===== config.mk =====
export PLATFORM = sky130hd
export DESIGN_NAME = multicycle_control
export DESIGN_NICKNAME = d
export VERILOG_FILES = /design/src/rtl/multicycle_control.sv
export SDC_FILE = /design/constraint.sdc
export NUM_CORES = 1
export LEC_CHECK = 0
export ABC_CLOCK_PERIOD_IN_PS = 3300
export CORE_AREA = 2 2 75 77
export CTS_BUF_LIST = sky130_fd_sc_hd__clkbuf_2 sky130_fd_sc_hd__clkbuf_4 sky130_fd_sc_hd__clkbuf_8
export DETAILED_ROUTE_END_ITERATION = 7
export DIE_AREA = 0 0 77 79
export GPL_ROUTABILITY_DRIVEN = 0
export GPL_TIMING_DRIVEN = 0
export MAX_ROUTING_LAYER = met4
export PLACE_DENSITY = 0.89
export SLEW_MARGIN = 20
export SYNTH_ARGS = -nofsm -noshare
export SYNTH_HDL_FRONTEND = slang
export SYNTH_SLANG_ARGS = --single-unit
export TNS_END_PERCENT = 1

===== constraint.sdc =====
create_clock -name clk -period 3.3 [get_ports clk]
set_clock_uncertainty 0.2 [all_clocks]
set_input_delay 0.495 -clock clk [delete_from_list [all_inputs] [get_ports clk]]
set_output_delay 0.495 -clock clk [all_outputs]
set_load 0.005 [all_outputs]

===== src/rtl/multicycle_control.sv =====
// Multicycle MIPS-style control unit: Moore FSM that sequences the shared
// datapath through fetch/decode/execute/writeback and counts retired instructions.
module multicycle_control (
    input  logic        clk,
    input  logic        reset,
    input  logic [5:0]  Opcode,
    input  logic [5:0]  Funct,
    input  logic        Zero,
    output logic [3:0]  ALUControl,
    output logic        ALUSrcA,
    output logic [1:0]  ALUSrcB,
    output logic [1:0]  PCSource,
    output logic        IorD,
    output logic        MemRead,
    output logic        MemWrite,
    output logic        IRWrite,
    output logic        RegDst,
    output logic        MemtoReg,
    output logic        RegWrite,
    output logic        PCEn,
    output logic        IllegalOp,
    output logic [3:0]  State,
    output logic [31:0] InstrCount
);
    localparam logic [5:0] OP_LW   = 6'b100011;
    localparam logic [5:0] OP_SW   = 6'b101011;
    localparam logic [5:0] OP_RT   = 6'b000000;
    localparam logic [5:0] OP_BEQ  = 6'b000100;
    localparam logic [5:0] OP_ADDI = 6'b001000;
    localparam logic [5:0] OP_J    = 6'b000010;

    localparam logic [3:0] ALU_AND = 4'b0000;
    localparam logic [3:0] ALU_OR  = 4'b0001;
    localparam logic [3:0] ALU_ADD = 4'b0010;
    localparam logic [3:0] ALU_SUB = 4'b0110;
    localparam logic [3:0] ALU_XOR = 4'b1111;
    localparam logic [3:0] ALU_SRL = 4'b1110;

    typedef enum logic [3:0] {
        FETCH    = 4'd0,
        DECODE   = 4'd1,
        MEMADR   = 4'd2,
        MEMRD    = 4'd3,
        MEMWB    = 4'd4,
        MEMWR    = 4'd5,
        RTEXEC   = 4'd6,
        RTWB     = 4'd7,
        BRANCH   = 4'd8,
        ADDIEXEC = 4'd9,
        ADDIWB   = 4'd10,
        JUMP     = 4'd11
    } state_t;

    state_t      state, state_nxt;
    logic [5:0]  op_q;
    logic [3:0]  alu_q;
    logic [31:0] instr_cnt;
    logic        funct_ok;
    logic [3:0]  funct_alu;
    logic        pc_write, pc_write_cond;
    logic        retire;

    assign State      = state;
    assign InstrCount = instr_cnt;
    assign PCEn       = pc_write | (pc_write_cond & Zero);

    // Last cycle of every legal instruction; the count bumps on the edge leaving it.
    assign retire = (state == MEMWB) || (state == MEMWR) || (state == RTWB) ||
                    (state == BRANCH) || (state == ADDIWB) || (state == JUMP);

    // Map R-type funct to an ALU operation and flag unsupported functs.
    always_comb begin
        funct_ok  = 1'b1;
        funct_alu = ALU_ADD;
        case (Funct)
            6'b100000: funct_alu = ALU_ADD;
            6'b100010: funct_alu = ALU_SUB;
            6'b100100: funct_alu = ALU_AND;
            6'b100101: funct_alu = ALU_OR;
            6'b100110: funct_alu = ALU_XOR;
            6'b000010: funct_alu = ALU_SRL;
            default:   funct_ok  = 1'b0;
        endcase
    end

    // State register plus the opcode/ALU-op latches captured in DECODE and the retire counter.
    always_ff @(posedge clk) begin
        if (reset) begin
            state     <= FETCH;
            op_q      <= '0;
            alu_q     <= '0;
            instr_cnt <= '0;
        end else begin
            state <= state_nxt;
            if (state == DECODE) begin
                op_q  <= Opcode;
                alu_q <= funct_alu;
            end
            if (retire)
                instr_cnt <= instr_cnt + 32'd1;
        end
    end

    // Next-state selection and Moore outputs; everything idles low except the ADD default.
    always_comb begin
        state_nxt     = FETCH;
        ALUControl    = ALU_ADD;
        ALUSrcA       = 1'b0;
        ALUSrcB       = 2'b00;
        PCSource      = 2'b00;
        IorD          = 1'b0;
        MemRead       = 1'b0;
        MemWrite      = 1'b0;
        IRWrite       = 1'b0;
        RegDst        = 1'b0;
        MemtoReg      = 1'b0;
        RegWrite      = 1'b0;
        pc_write      = 1'b0;
        pc_write_cond = 1'b0;
        IllegalOp     = 1'b0;
        case (state)
            FETCH: begin
                MemRead   = 1'b1;
                IRWrite   = 1'b1;
                ALUSrcB   = 2'b01;
                pc_write  = 1'b1;
                state_nxt = DECODE;
            end
            DECODE: begin
                // Precompute the branch target while the opcode is examined.
                ALUSrcB = 2'b11;
                case (Opcode)
                    OP_LW, OP_SW: state_nxt = MEMADR;
                    OP_RT: begin
                        if (funct_ok) state_nxt = RTEXEC;
                        else          IllegalOp = 1'b1;
                    end
                    OP_BEQ:  state_nxt = BRANCH;
                    OP_ADDI: state_nxt = ADDIEXEC;
                    OP_J:    state_nxt = JUMP;
                    default: IllegalOp = 1'b1;
                endcase
            end
            MEMADR: begin
                ALUSrcA   = 1'b1;
                ALUSrcB   = 2'b10;
                state_nxt = (op_q == OP_SW) ? MEMWR : MEMRD;
            end
            MEMRD: begin
                IorD      = 1'b1;
                MemRead   = 1'b1;
                state_nxt = MEMWB;
            end
            MEMWB: begin
                MemtoReg = 1'b1;
                RegWrite = 1'b1;
            end
            MEMWR: begin
                IorD     = 1'b1;
                MemWrite = 1'b1;
            end
            RTEXEC: begin
                ALUSrcA    = 1'b1;
                ALUControl = alu_q;
                state_nxt  = RTWB;
            end
            RTWB: begin
                RegDst   = 1'b1;
                RegWrite = 1'b1;
            end
            BRANCH: begin
                ALUSrcA       = 1'b1;
                ALUControl    = ALU_SUB;
                pc_write_cond = 1'b1;
                PCSource      = 2'b01;
            end
            ADDIEXEC: begin
                ALUSrcA   = 1'b1;
                ALUSrcB   = 2'b10;
                state_nxt = ADDIWB;
            end
            ADDIWB: begin
                RegWrite = 1'b1;
            end
            JUMP: begin
                pc_write = 1'b1;
                PCSource = 2'b10;
            end
            // Unused encodings fall back to FETCH with every strobe idle.
            default: state_nxt = FETCH;
        endcase
    end
endmodule


-- Word-level counts from Yosys, hierarchy flattened
Index checks and enable logic that the tools add are counted.
Widths: inputs -> output; s select.
- register bits after elaboration: 46
- output and inout bits: 54
- add/sub/neg operators: 1
- equal/unequal tests: 23
- muxes and demuxes: 22
- bitwise gates (word level): 2
- reductions and logical operators: 16
- operators with widths (kind ; number):
    $eq 6x6->1 const B ; 8
    $pmux 4 s5 ; 2
    $add 32x1->32 const B ; 1
    $pmux 4 s6 ; 1
    $eq 4x3->1 const B ; 4
    $eq 4x4->1 const B ; 4
    $mux 1 ; 13
    $eq 6x2->1 const B ; 2
    $reduce_or 2->1 ; 5
    $eq 4x2->1 const B ; 2
    $pmux 4 s2 ; 1
    $eq 6x3->1 const B ; 1
    $eq 6x4->1 const B ; 1
    $logic_not 6->1 ; 1
    $mux 3 ; 2
    $pmux 2 s3 ; 1
    $reduce_or 6->1 ; 1
    $logic_or 1x1->1 ; 5
    $reduce_or 5->1 ; 1
    $eq 4x1->1 const B ; 1
    $logic_not 4->1 ; 1
    $pmux 2 s2 ; 1
    $reduce_or 4->1 ; 1
    $reduce_or 3->1 ; 1
    3 further kinds ; 3

-- Longest topological paths before layout
- depth after elaboration: 6
- mapped depth: 7

-- Worst setup path after synthesis
Ideal clock, no wire load.
- kind: reg-to-reg
- start point: reg instr_cnt[4], in the netlist InstrCount[4]
- end point: reg instr_cnt[31], in the netlist InstrCount[31]
- arrival: 2.106 ns
- data required time: 2.979 ns
- path slack: 0.874 ns
- stages on the path, launching flop included: 7
- period minus slack after synthesis: 2.426 ns
- cell sequence: dfxtp_1 nand4_4 or4_4 or3_1 clkbuf_1 nor3_1 mux2_2
- word-level cells in the longest chain between the ends: 1
- ends and longest elaborated chain (what ; RTL line ; RTL):
    from (decl) ; 57 ; logic [31:0] instr_cnt;
    from (signal assigned) ; 100 ; instr_cnt <= instr_cnt + 32'd1;
    $add 32x1->32 ; 100 ;
No other way between the ends.
A chain may end at the register's enable or synchronous reset.

-- Worst setup path after layout
- start point: reg state[0], in the netlist State[0]
- end point: out IllegalOp
- word-level cells in the longest chain between the ends: 2
- ends and longest elaborated chain (what ; RTL line ; RTL):
    from (decl) ; 54 ; state_t state, state_nxt;
    from (signal assigned) ; 94 ; state <= state_nxt;
    $eq 4x1->1 ; 121 ; case (state)
    $mux 1 ; 121 ;
    to (decl) ; 21 ; output logic IllegalOp,
No other way between the ends.

==> impl_metrics.csv <==
group,metric,value,unit
floorplan,fp.dieW,77,um
drt,wl_per_cell,14.3,um
yosys,yosysSeqAreaShare,0.372,
power,p_per_area,321,nW/um2
yosys,synth_area_leaders,"dfxtp_1 37%, nor2_1 5.9%, a21oi_1 4.6%",
yosys,asyncSetResetFlopFracSynth,0,
clock_network,cts_resized,0,
timing,rsz0062_at_grt,"no",
finish,area_growth,34.2,%
clock_network,cts_hold_buf,0,
global_route,grt_max_degree,14,
setup_path,cp_slowest_cell,"clkdlybuf4s50_1",
yosys,syn_inst,321,
timing,period_share,0.924,
drt,via_count,2636,
finish,fin_cells,465,
clock_network,root_buffer,"clkbuf_8",
timing,finalSetupTns,0,ns
drt,drc,0,
drt,drt_iter0_markers,185,
floorplan,start_util,0.464,
timing,hold_ws,0.264,ns
yosys,synth_area,2480,um2
yosys,synth_top_area_frac,0.372,
clock_network,clock_latency,0.30,ns
yosys,synth-main-ff-cell,"dfxtp_1",
setup_path,max_stage_delay,0.55,ns
min_path,hold_path.class,"reg -> reg",
clock_network,cts_buffers,5,
clock_network,clockBufferDepth,2,
clock_network,clkTransAtPathRegs,0.08,ns
finish,nNetsFinal,408,
finish,design_area,3320,um2
yosys,syn_area_per_cell,7.72,um2
timing,timing.slew.headroom,0.524,
global_route,grt_use_total,0.224,
timing,finalHoldViolations,0,
placed_design,dp_hpwl,4890,um
timing,max_freq,0.328,GHz
timing,slew_violations,0,
setup_path,crit_required,2.60,ns
placed_design,placedCellCount,458,
yosys,ys_warn_count,0,
clock_network,post_cts_buffers,0,
yosys,synth-edff-count,0,
floorplan,boundaryPins,69,
timing,finalCriticalPeriod,3.05,ns
floorplan,row_count,27,
drt,via_per_inst,5.67,
flow_run,max_cap_violations,0,
finish,utilization,0.623,
global_route,antenna_found_initial,0,
setup_path,crit_buf_inv,2,
finish,drive_above_1_share,0.0458,
power,vdd_drop_max,186,uV
global_route,grt_pass1_vias,2341,
clock_network,cts_tree,"built",
setup_path,crit_fanout,10,
power,power,1.07,mW
placed_design,portBuffers,65,
setup_path,path_cells,"nor2b_1, nand2_1, clkbuf_1, a211oi_1, clkdlybuf4s50_1",
floorplan,die_h,79,um
yosys,yosys.area.top_type,"dfxtp_1",
setup_path,crit_path_end_kind,"primary output",
setup_path,critPathLaunchType,"register",
placed_design,pre_cts_slack,0.316,ns
drt,drtAntennaViolNets,0,
placed_design,place_area,3220,um2
yosys,ys_seq_elements,46,
yosys,synth.distinct_cells,49,
finish,diodes,0,
global_route,grt_pass1_wl,10900,um
timing,setup_viol,0,
drt,dr.pass1.iters,5,
setup_path,crit_type,"reg -> out",
floorplan,die-area,6080,um2
timing,worstMarginPinSlew,0.709,ns
setup_path,path_delay_family,"buffers and inverters",
power,leakagePower,1.10,nW
yosys,synth_nets,337,
timing,setup_ws,0.252,ns
clock_network,cts.htree.levels,2,
status,status,"completed",
global_route,grt_overflow_total,0,
setup_path,arrival,2.35,ns
finish,fill_cells,459,
drt,wl,6660,um
clock_network,clock_sinks,46,
floorplan,core,5340,um2
[power by group]
part	switching (mW)	leakage [nW]	internal [mW]	total (mW)
Sequential	0.00627	0.372	0.562	0.568
Combinational	0.0543	0.675	0.0463	0.101
Clock	0.188	0.0575	0.212	0.400
Total	0.248	1.10	0.820	1.07
[cells by family after synthesis]
group	Yosys count	synth area share
AOI/OAI and AO/OA	60	0.147
xor gates and xnor gates	23	0.0813
adders and majority gates	1	0.00505
buffers and inverters	29	0.0444
DFF	46	0.372
muxes	1	0.00455
and+or+nand+nor	161	0.345
[cell usage in the layout, fill, tap and decap left out, types with 11 or more instances in the layout]
| master | instances |
|---|---|
| or3_1 | 11 |
| nor2_1 | 39 |
| o21ai_0 | 15 |
| clkdlybuf4s50_1 | 65 |
| nor3_1 | 15 |
| nand2_1 | 29 |
| nand3_1 | 13 |
| a21oi_1 | 23 |
| dfxtp_1 | 46 |
| xnor2_1 | 12 |
| xor2_1 | 11 |
| clkbuf_1 | 19 |
| nand4_1 | 15 |
[routing by layer]
| layer | track usage | vias up | routed length [um] | part of all wire |
|---|---|---|---|---|
| met2 | 0.382 | 101 | 3340 | 0.50 |
| met4 | 0.0893 | 0 | 176 | 0.026 |
| met3 | 0.0341 | 20 | 310 | 0.047 |
| met1 | 0.268 | 1229 | 2830 | 0.42 |
| li1 | - | 1286 | - | - |
| met5 | - | - | 0 | 0 |
[worst reg2reg max path: stages, from the launching register on]
cell and delay [ns]:
dfxtp_1 0.37, clkbuf_1 0.39, nand2b_1 0.27, a2bb2oi_1 0.23, or3_1 0.38, clkbuf_1 0.17
nor3_1 0.22, mux2_2 0.35
[final timing paths]
path / from / endpoint / slack, ns / cells past startpoint
hold reg to reg: op_q[3] / op_q[3] / 0.26 / 2
hold / removal: op_q[3] / op_q[3] / 0.26 / 2
setup reg to reg: State[3] / InstrCount[31] / 0.61 / 7
setup / recovery: State[0] / IllegalOp / 0.25 / 5
[cells in the mapped netlist (3+ instances only)]
master,number
dfxtp_1,46
nor2_1,39
nand2_1,29
a21oi_1,23
clkbuf_1,20
nand4_1,15
nor3_1,15
o21ai_0,15
nand3_1,13
xnor2_1,12
or3_1,11
xor2_1,11
nor4_1,9
inv_1,8
nand2b_1,6
and3_1,5
nor2b_1,4
a21o_1,3
[layout make-up]
type	count	area, um2	share of cell area
repair buffers	65	651	0.196
plain buffers	20	76.3	0.0230
clock buffers	8	110	0.0331
multi-input cells	246	1450	0.435
flip-flops and latches	46	921	0.277
well taps	72	90.1	0.0271
inverters	8	30.0	0.00903
[state kept, by name, indices dropped and copies added (netlist names)]
signal	cells
InstrCount	32
State	4
op_q	6
alu_q	4
No activity file was read; power rests on OpenSTA's default activity.
